`config.mk`:
```
export PLATFORM = sky130hd
export DESIGN_NAME = orient_hist
export DESIGN_NICKNAME = d
export VERILOG_FILES = /design/src/rtl/tarsier_pkg.sv /design/src/rtl/orient_hist.sv
export SDC_FILE = /design/constraint.sdc
export NUM_CORES = 2
export LEC_CHECK = 0
export CORE_ASPECT_RATIO = 1.2
export CORE_MARGIN = 4
export CORE_UTILIZATION = 55
export CTS_CLUSTER_DIAMETER = 50
export DETAILED_ROUTE_END_ITERATION = 6
export PLACE_DENSITY_LB_ADDON = 0.2
export SLEW_MARGIN = 0
export SYNTH_ARGS = -nofsm -noshare
export SYNTH_HDL_FRONTEND = slang
export SYNTH_SLANG_ARGS = --single-unit
```
`constraint.sdc`:
```
create_clock -name clk -period 11.7 [get_ports clk]
set_clock_uncertainty 0.05 [all_clocks]
set_input_delay 1.17 -clock clk [delete_from_list [all_inputs] [get_ports clk]]
set_output_delay 1.17 -clock clk [all_outputs]
set_load 0.05 [all_outputs]
```
`src/rtl/tarsier_pkg.sv`:
```
// tarsier_pkg: constants and helpers shared by the orientation pipeline.
//   ANGLE_BITS / NUM_SECTORS : sector encoding shared with the sector selector
//   hist_state_t             : orient_hist FSM states
//   sat_add                  : unsigned add clamped to a run-time width
package tarsier_pkg;

    localparam int unsigned ANGLE_BITS  = 6;
    localparam int unsigned NUM_SECTORS = 64;

    // Widest accumulator sat_add can handle; callers zero-extend into this.
    localparam int unsigned SAT_BITS = 32;

    typedef enum logic {
        ACCUM,
        DUMP
    } hist_state_t;

    // Returns min(a + b, 2^width - 1). width must be 1..SAT_BITS.
    function automatic logic [SAT_BITS-1:0] sat_add(
        input logic [SAT_BITS-1:0] a,
        input logic [SAT_BITS-1:0] b,
        input int unsigned         width
    );
        logic [SAT_BITS:0] one;
        logic [SAT_BITS:0] sum;
        logic [SAT_BITS:0] lim;
        one = {{SAT_BITS{1'b0}}, 1'b1};
        sum = {1'b0, a} + {1'b0, b};
        lim = (one << width) - one;
        if (sum > lim) begin
            return lim[SAT_BITS-1:0];
        end
        return sum[SAT_BITS-1:0];
    endfunction

endpackage

```
`src/rtl/orient_hist.sv`:
```
// orient_hist: per-cell 64-bin weighted orientation histogram.
// Accumulates samples in ACCUM; on the cell's last sample switches to DUMP and
// streams bins 0..63 over a valid/ready port, clearing each bin as it is read.
// Ports:
//   clk, rst                     clock, synchronous active-high reset
//   in_valid/in_ready            sample handshake (in_ready high only in ACCUM)
//   in_sector, in_nan            sample sector and "no defined angle" flag
//   in_weight, in_last           magnitude weight, final sample of cell
//   out_valid/out_ready          bin beat handshake
//   out_bin, out_count           bin index and its accumulated weight
//   out_nan_count, out_last      NaN sample count, beat is bin 63
//   dropped                      sticky: sample offered while in_ready=0
module orient_hist
    import tarsier_pkg::*;
#(
    parameter int unsigned WEIGHT_BITS = 16,
    parameter int unsigned COUNT_BITS  = 24
) (
    input  logic                   clk,
    input  logic                   rst,
    input  logic                   in_valid,
    output logic                   in_ready,
    input  logic [ANGLE_BITS-1:0]  in_sector,
    input  logic                   in_nan,
    input  logic [WEIGHT_BITS-1:0] in_weight,
    input  logic                   in_last,
    output logic                   out_valid,
    input  logic                   out_ready,
    output logic [ANGLE_BITS-1:0]  out_bin,
    output logic [COUNT_BITS-1:0]  out_count,
    output logic [COUNT_BITS-1:0]  out_nan_count,
    output logic                   out_last,
    output logic                   dropped
);

    localparam logic [ANGLE_BITS-1:0] LAST_IDX = ANGLE_BITS'(NUM_SECTORS - 1);

    hist_state_t             r_state;
    hist_state_t             w_state_next;
    logic [ANGLE_BITS-1:0]   r_idx;
    logic [COUNT_BITS-1:0]   r_bins [NUM_SECTORS];
    logic [COUNT_BITS-1:0]   r_nan_count;
    logic                    r_dropped;

    logic                    w_accept;
    logic                    w_beat_done;
    logic [COUNT_BITS-1:0]   w_bin_sum;
    logic [COUNT_BITS-1:0]   w_nan_sum;

    assign w_accept    = in_valid && (r_state == ACCUM);
    assign w_beat_done = (r_state == DUMP) && out_ready;

    assign w_bin_sum = COUNT_BITS'(sat_add(SAT_BITS'(r_bins[in_sector]),
                                           SAT_BITS'(in_weight), COUNT_BITS));
    assign w_nan_sum = COUNT_BITS'(sat_add(SAT_BITS'(r_nan_count),
                                           SAT_BITS'(1), COUNT_BITS));

    assign dropped = r_dropped;

    always_ff @(posedge clk) begin
        if (rst) begin
            r_state <= ACCUM;
        end else begin
            r_state <= w_state_next;
        end
    end

    always_ff @(posedge clk) begin
        if (rst) begin
            r_idx       <= '0;
            r_nan_count <= '0;
            r_dropped   <= 1'b0;
            for (int i = 0; i < NUM_SECTORS; i++) begin
                r_bins[i] <= '0;
            end
        end else begin
            // ACCUM write and DUMP clear are mutually exclusive by state.
            if (w_accept && !in_nan) begin
                r_bins[in_sector] <= w_bin_sum;
            end
            if (w_beat_done) begin
                r_bins[r_idx] <= '0;
                // 6-bit index wraps 63 -> 0, leaving it ready for the next dump.
                r_idx         <= r_idx + 1'b1;
            end

            if (w_accept && in_nan) begin
                r_nan_count <= w_nan_sum;
            end else if (w_beat_done && (r_idx == LAST_IDX)) begin
                r_nan_count <= '0;
            end

            if (in_valid && (r_state == DUMP)) begin
                r_dropped <= 1'b1;
            end
        end
    end

    always_comb begin
        w_state_next  = r_state;
        in_ready      = 1'b0;
        out_valid     = 1'b0;
        out_bin       = '0;
        out_count     = '0;
        out_nan_count = '0;
        out_last      = 1'b0;
        case (r_state)
            ACCUM: begin
                in_ready = 1'b1;
                if (in_valid && in_last) begin
                    w_state_next = DUMP;
                end
            end
            DUMP: begin
                out_valid     = 1'b1;
                out_bin       = r_idx;
                out_count     = r_bins[r_idx];
                out_nan_count = r_nan_count;
                out_last      = (r_idx == LAST_IDX);
                if (out_ready && (r_idx == LAST_IDX)) begin
                    w_state_next = ACCUM;
                end
            end
            default: w_state_next = ACCUM;
        endcase
    end

endmodule

```
== After elaboration in Yosys (flattened, before gate mapping) ==
Memories as Yosys holds them, arrays and structs flattened. A register that Yosys moved wholly into a read port is not among the register bits.
Cells that the tools add are included.
Storage, ports and cells
  register bits after elaboration: 32
  memories kept: 1
  bits in writable memories: 1536
  output and inout bits: 58
  memory bits (read-only): 0
  logic and storage cells: 57
  bits of input ports: 28
  latch bits: 0
Operators by class
  magnitude comparators: 2
  eq/ne operators: 1
  bitwise logic cells: 1
  div/mod/pow operators: 0
  multiply operators: 0
  shifts and indexed selects: 0
  add/sub/neg operators: 3
  multiplexer cells: 33
  reduce and logical (&&, ||, !) cells: 12
Memories
  r_bins: depth 64, bits a word 24, read ports 2, clocked after memory_dff 1, wr ports 64, line orient_hist.sv:41  | logic [COUNT_BITS-1:0] r_bins [NUM_SECTORS];
Operators with widths (count)
  24-bit two-way mux: 10
  25-bit by 24-bit greater-than comparator with 1-bit output (second input constant): 2
  24-bit OR reduction: 2
  6-bit two-way mux: 5
  24-bit by 1-bit adder with 25-bit output (second input constant): 1
  24-bit by 16-bit adder with 25-bit output: 1
  1-bit two-way mux: 17
  1-bit logical AND: 8
  6-bit by 1-bit adder with 6-bit output (second input constant): 1
  6-bit equality test (second input constant): 1
  1-bit case mux with 2 select lines: 1
  2-bit nonzero test: 1
  1-bit zero test: 1
  1-bit inverter: 1

== Depth between registers and ports, before layout ==
  depth after elaboration: 9
  mapped depth: 23
  gate-level depth less buffers: 14

== Worst setup path after synthesis ==
Ideal clock, no wire load.
  path type: input-to-reg
  start point: input in_sector[0]
  end point: memory r_bins[15][10] (data pin)
  arrival: 6.703 ns
  setup time: 0.270 ns
  data required time: 11.380 ns
  path slack: 4.677 ns
  buffers on the path: 7
  stages: 21
  cell sequence: buf_2 > buf_4 > buf_4 > buf_2 > clkbuf_1 > buf_1 > mux4_2 > mux4_2 > mux4_2 > ha_1 > inv_1 > fa_1 > nor2b_1 > o31a_1 > o21ai_0 > a21boi_0 > o21ai_0 > a2111oi_0 > a211oi_1 > clkbuf_1 > a21oi_1
RTL lines
  from (decl): line orient_hist.sv:23  | input logic [ANGLE_BITS-1:0] in_sector,
  to (decl): line orient_hist.sv:41

==> flow_summary.json <==
{
  "drtIter0Drc": 9979,
  "drc_errors": 1,
  "r2r_start": "r_bins[59][10]",
  "wl_per_cell_um": 40.0,
  "startpoint_type": "input port",
  "r2r-end": "r_bins[23][8]",
  "cp-end-kind": "register",
  "cts_resized": 0,
  "power.density_nw_per_um2": 153,
  "regToRegSetupSlack_ns": 4.58,
  "dp_hpwl_um": 169000,
  "synthCells": 5464,
  "ant_nets": 0,
  "ys_ff_latch": 1574,
  "n_fill_cell": 11200,
  "clock.fmax_mhz": 118,
  "rsz0062_at_grt": "no",
  "core_um2": 149000,
  "numCtsBuffers": 165,
  "grt_use_total_pct": 37.7,
  "endpoint": "r_bins[23][8]",
  "place_area_um2": 85000,
  "grt-ovfl-total": 0,
  "io_buffers": 85,
  "nets": 5300,
  "final_max_slew_viol_count": 0,
  "worstPathArrival_ns": 9.08,
  "synth-warning-count": 0,
  "power_w": 0.0138,
  "async_reset_ff_share_pct": 0,
  "met2_usage_pct": 55.9,
  "critPathMaxFanout": 242,
  "rows": 155,
  "worstMarginPinSlew_ns": 1.43,
  "postLayoutCoreUtil_pct": 60.5,
  "syn_area_per_cell_um2": 15.2,
  "grt_max_degree": 243,
  "vias": 55500,
  "synth-edff-count": 1536,
  "die_area_um2": 157000,
  "worstSetupPathType": "input port to register",
  "grt_util_met3_pct": 13.3,
  "drive_above_1_share_pct": 27.4,
  "cts_tree": "built",
  "ios": 86,
  "reg2reg_depth": 13,
  "setup_tns_ns": 0,
  "viasPerCell": 7.55,
  "clk_latency_ns": 0.83,
  "antenna_found_initial": 28,
  "start_util_pct": 55.5,
  "clockBufferDepth": 3,
  "hp-class": "register to register",
  "ys_types": 74,
  "gp_routability_congestion": 1.08,
  "period_needed_ns": 8.50,
  "violations": "DRC",
  "htreeDepth": 4,
  "multi_input_area_um2": 33400,
  "clk_pin_slew_ns": 0.06,
  "outcome": "finished, violations left",
  "seq_area_frac_synth_pct": 56.5,
  "dieWidth_um": 362,
  "routed_wl_um": 295000,
  "post_cts.repair.setup_buffers": 0,
  "first_global_vias": 54200,
  "ys.flop_type": "edfxtp_1",
  "setup_viol": 0,
  "grt-busiest-layer": "met2",
  "die_y_um": 433,
  "clock_sinks": 1574,
  "worstSetupStartpoint": "in_sector[0]",
  "finalCritPeriodShare_pct": 72.7,
  "cp.required_ns": 12.27,
  "hold_violations": 0,
  "cts_root_buf": "clkbuf_16",
  "grt.met1_usage_pct": 47.4,
  "grt_pass1_wl_um": 409000,
  "drv_cap": 0,
  "seq_area_um2": 46900,
  "syn_nets": 5512,
  "syn_to_final_growth_pct": 8.88,
  "slew_headroom_pct": 4.81,
  "dr.pass1.iters": 7,
  "design_area_um2": 90300,
  "leakage_nw": 30.6,
  "synth.cell_area_um2": 82900,
  "cts_hold_buf": 0,
  "peakVddDrop_mv": 0.127
}
state kept, by name (all words and copies together) (netlist names), named ones only:
name         count
r_state          1
r_idx            6
dropped          1
r_nan_count     24
r_bins        1536
cell usage after synthesis (all sizes together) (9+ instances only):
cell       n  share of area [%]
ha        19               0.29
o21ai     48               0.29
and2      69               0.52
nor2    1024                4.6
and3      10              0.075
a31o      10               0.11
nand2    114               0.52
a21o      58               0.53
xnor2     16               0.18
inv       14              0.063
mux4     971                 26
buf      265                1.8
nor4      10              0.091
a21oi    567                3.6
xor2      11               0.12
edfxtp  1536                 56
nand3     24               0.14
dfxtp     38               0.92
clkbuf   352                1.6
o31ai     10              0.091
a22oi     32               0.29
nor3     105               0.63
nor2b     12              0.091
a31oi      9              0.068
mux2i     13               0.16
nand4     15               0.11
a211oi    15               0.14
through the flow:
| stage | hold WS [ns] | worst slack [ns] | std cells |
|---|---|---|---|
| 6_report | 0.421 | 3.20 | 7357 |
| 4_1_cts | 0.421 | 3.75 | 7343 |
| 5_1_grt | 0.462 | 3.19 | 7343 |
| 3_5_place_dp | 0.406 | 2.90 | 7047 |
| 2_1_floorplan | 0.433 | 4.68 | 5464 |
| 3_3_place_gp | 0.405 | 3.01 | 7047 |
kinds of logic (layout without fill, tap and decap cells):
logic type	after synthesis	in the layout	synth area share, %
DFF	1574	1574	56.5
and+or+nand+nor	1420	1420	7.16
muxes	992	992	26.6
AOI/OAI and AO/OA	798	798	5.58
buffers and inverters	633	550	3.49
xor gates and xnor gates	27	27	0.294
adders and majority gates	20	20	0.311
other	0	14	0
routing by layer:
layer / up-vias / part of all wire [%]
met2: 4796 / 45
met1: 28400 / 32
met4: 16 / 7.9
met3: 1011 / 15
met5: - / 0.038
li1: 21300 / -
power breakdown:
group	internal (W)	switching [W]	total, W
clock network	0.00292	0.00229	0.00521
registers	0.00637	0.000104	0.00647
logic	0.000606	0.00156	0.00216
layout by cell type (no fill, tap or decap), types with 10 or more instances in the layout:
master	n
clkdlybuf4s50_1	79
and2_1	68
buf_4	139
nand3_1	24
nor2b_1	12
o21ai_0	46
a31o_2	10
nand4_1	15
buf_12	14
nor3_1	105
mux4_2	971
diode_2	14
a21oi_4	14
a21oi_1	553
a21o_1	58
clkbuf_1	32
xor2_1	10
a22oi_1	32
clkinv_2	20
clkinv_1	35
edfxtp_1	1536
inv_6	12
nand2_1	65
ha_1	19
o31ai_1	10
clkbuf_16	170
inv_1	14
a211oi_1	14
bufinv_16	11
nand2_2	48
xnor2_1	12
nor2_1	1022
dfxtp_1	32
mux2i_1	13
worst max-delay path: stages:
cell and delay [ns]:
buf_8 0.49, buf_12 0.55, mux4_2 0.61, mux4_2 0.65, mux4_2 0.63, ha_1 0.48
and2_1 0.20, nor4b_1 0.26, o21ai_0 0.18, a21boi_0 0.28, o221a_2 0.31, o211a_2 0.85
nand2_8 0.62, buf_12 0.50, a21oi_1 0.42
area by class of cell:
cell class / count / area share, %
Antenna cell: 14 / 0.0388
Tap cell: 1962 / 2.72
Sequential cell: 1574 / 51.9
Inverter: 16 / 0.0721
Timing Repair Buffer: 238 / 2.41
Clock buffer: 204 / 4.87
Clock inverter: 92 / 0.912
Multi-Input combinational cell: 3257 / 37.0
worst min path at each step:
stage / slack [ns] / start / cells after the start / to
2_1_floorplan: 0.43 / r_nan_count[14] / 2 / r_nan_count[14]
3_3_place_gp: 0.41 / dropped / 2 / dropped
3_5_place_dp: 0.41 / dropped / 2 / dropped
4_1_cts: 0.42 / dropped / 2 / dropped
5_1_grt: 0.46 / dropped / 2 / dropped
6_report: 0.42 / dropped / 2 / dropped
Power figures use the tool's default switching activity.
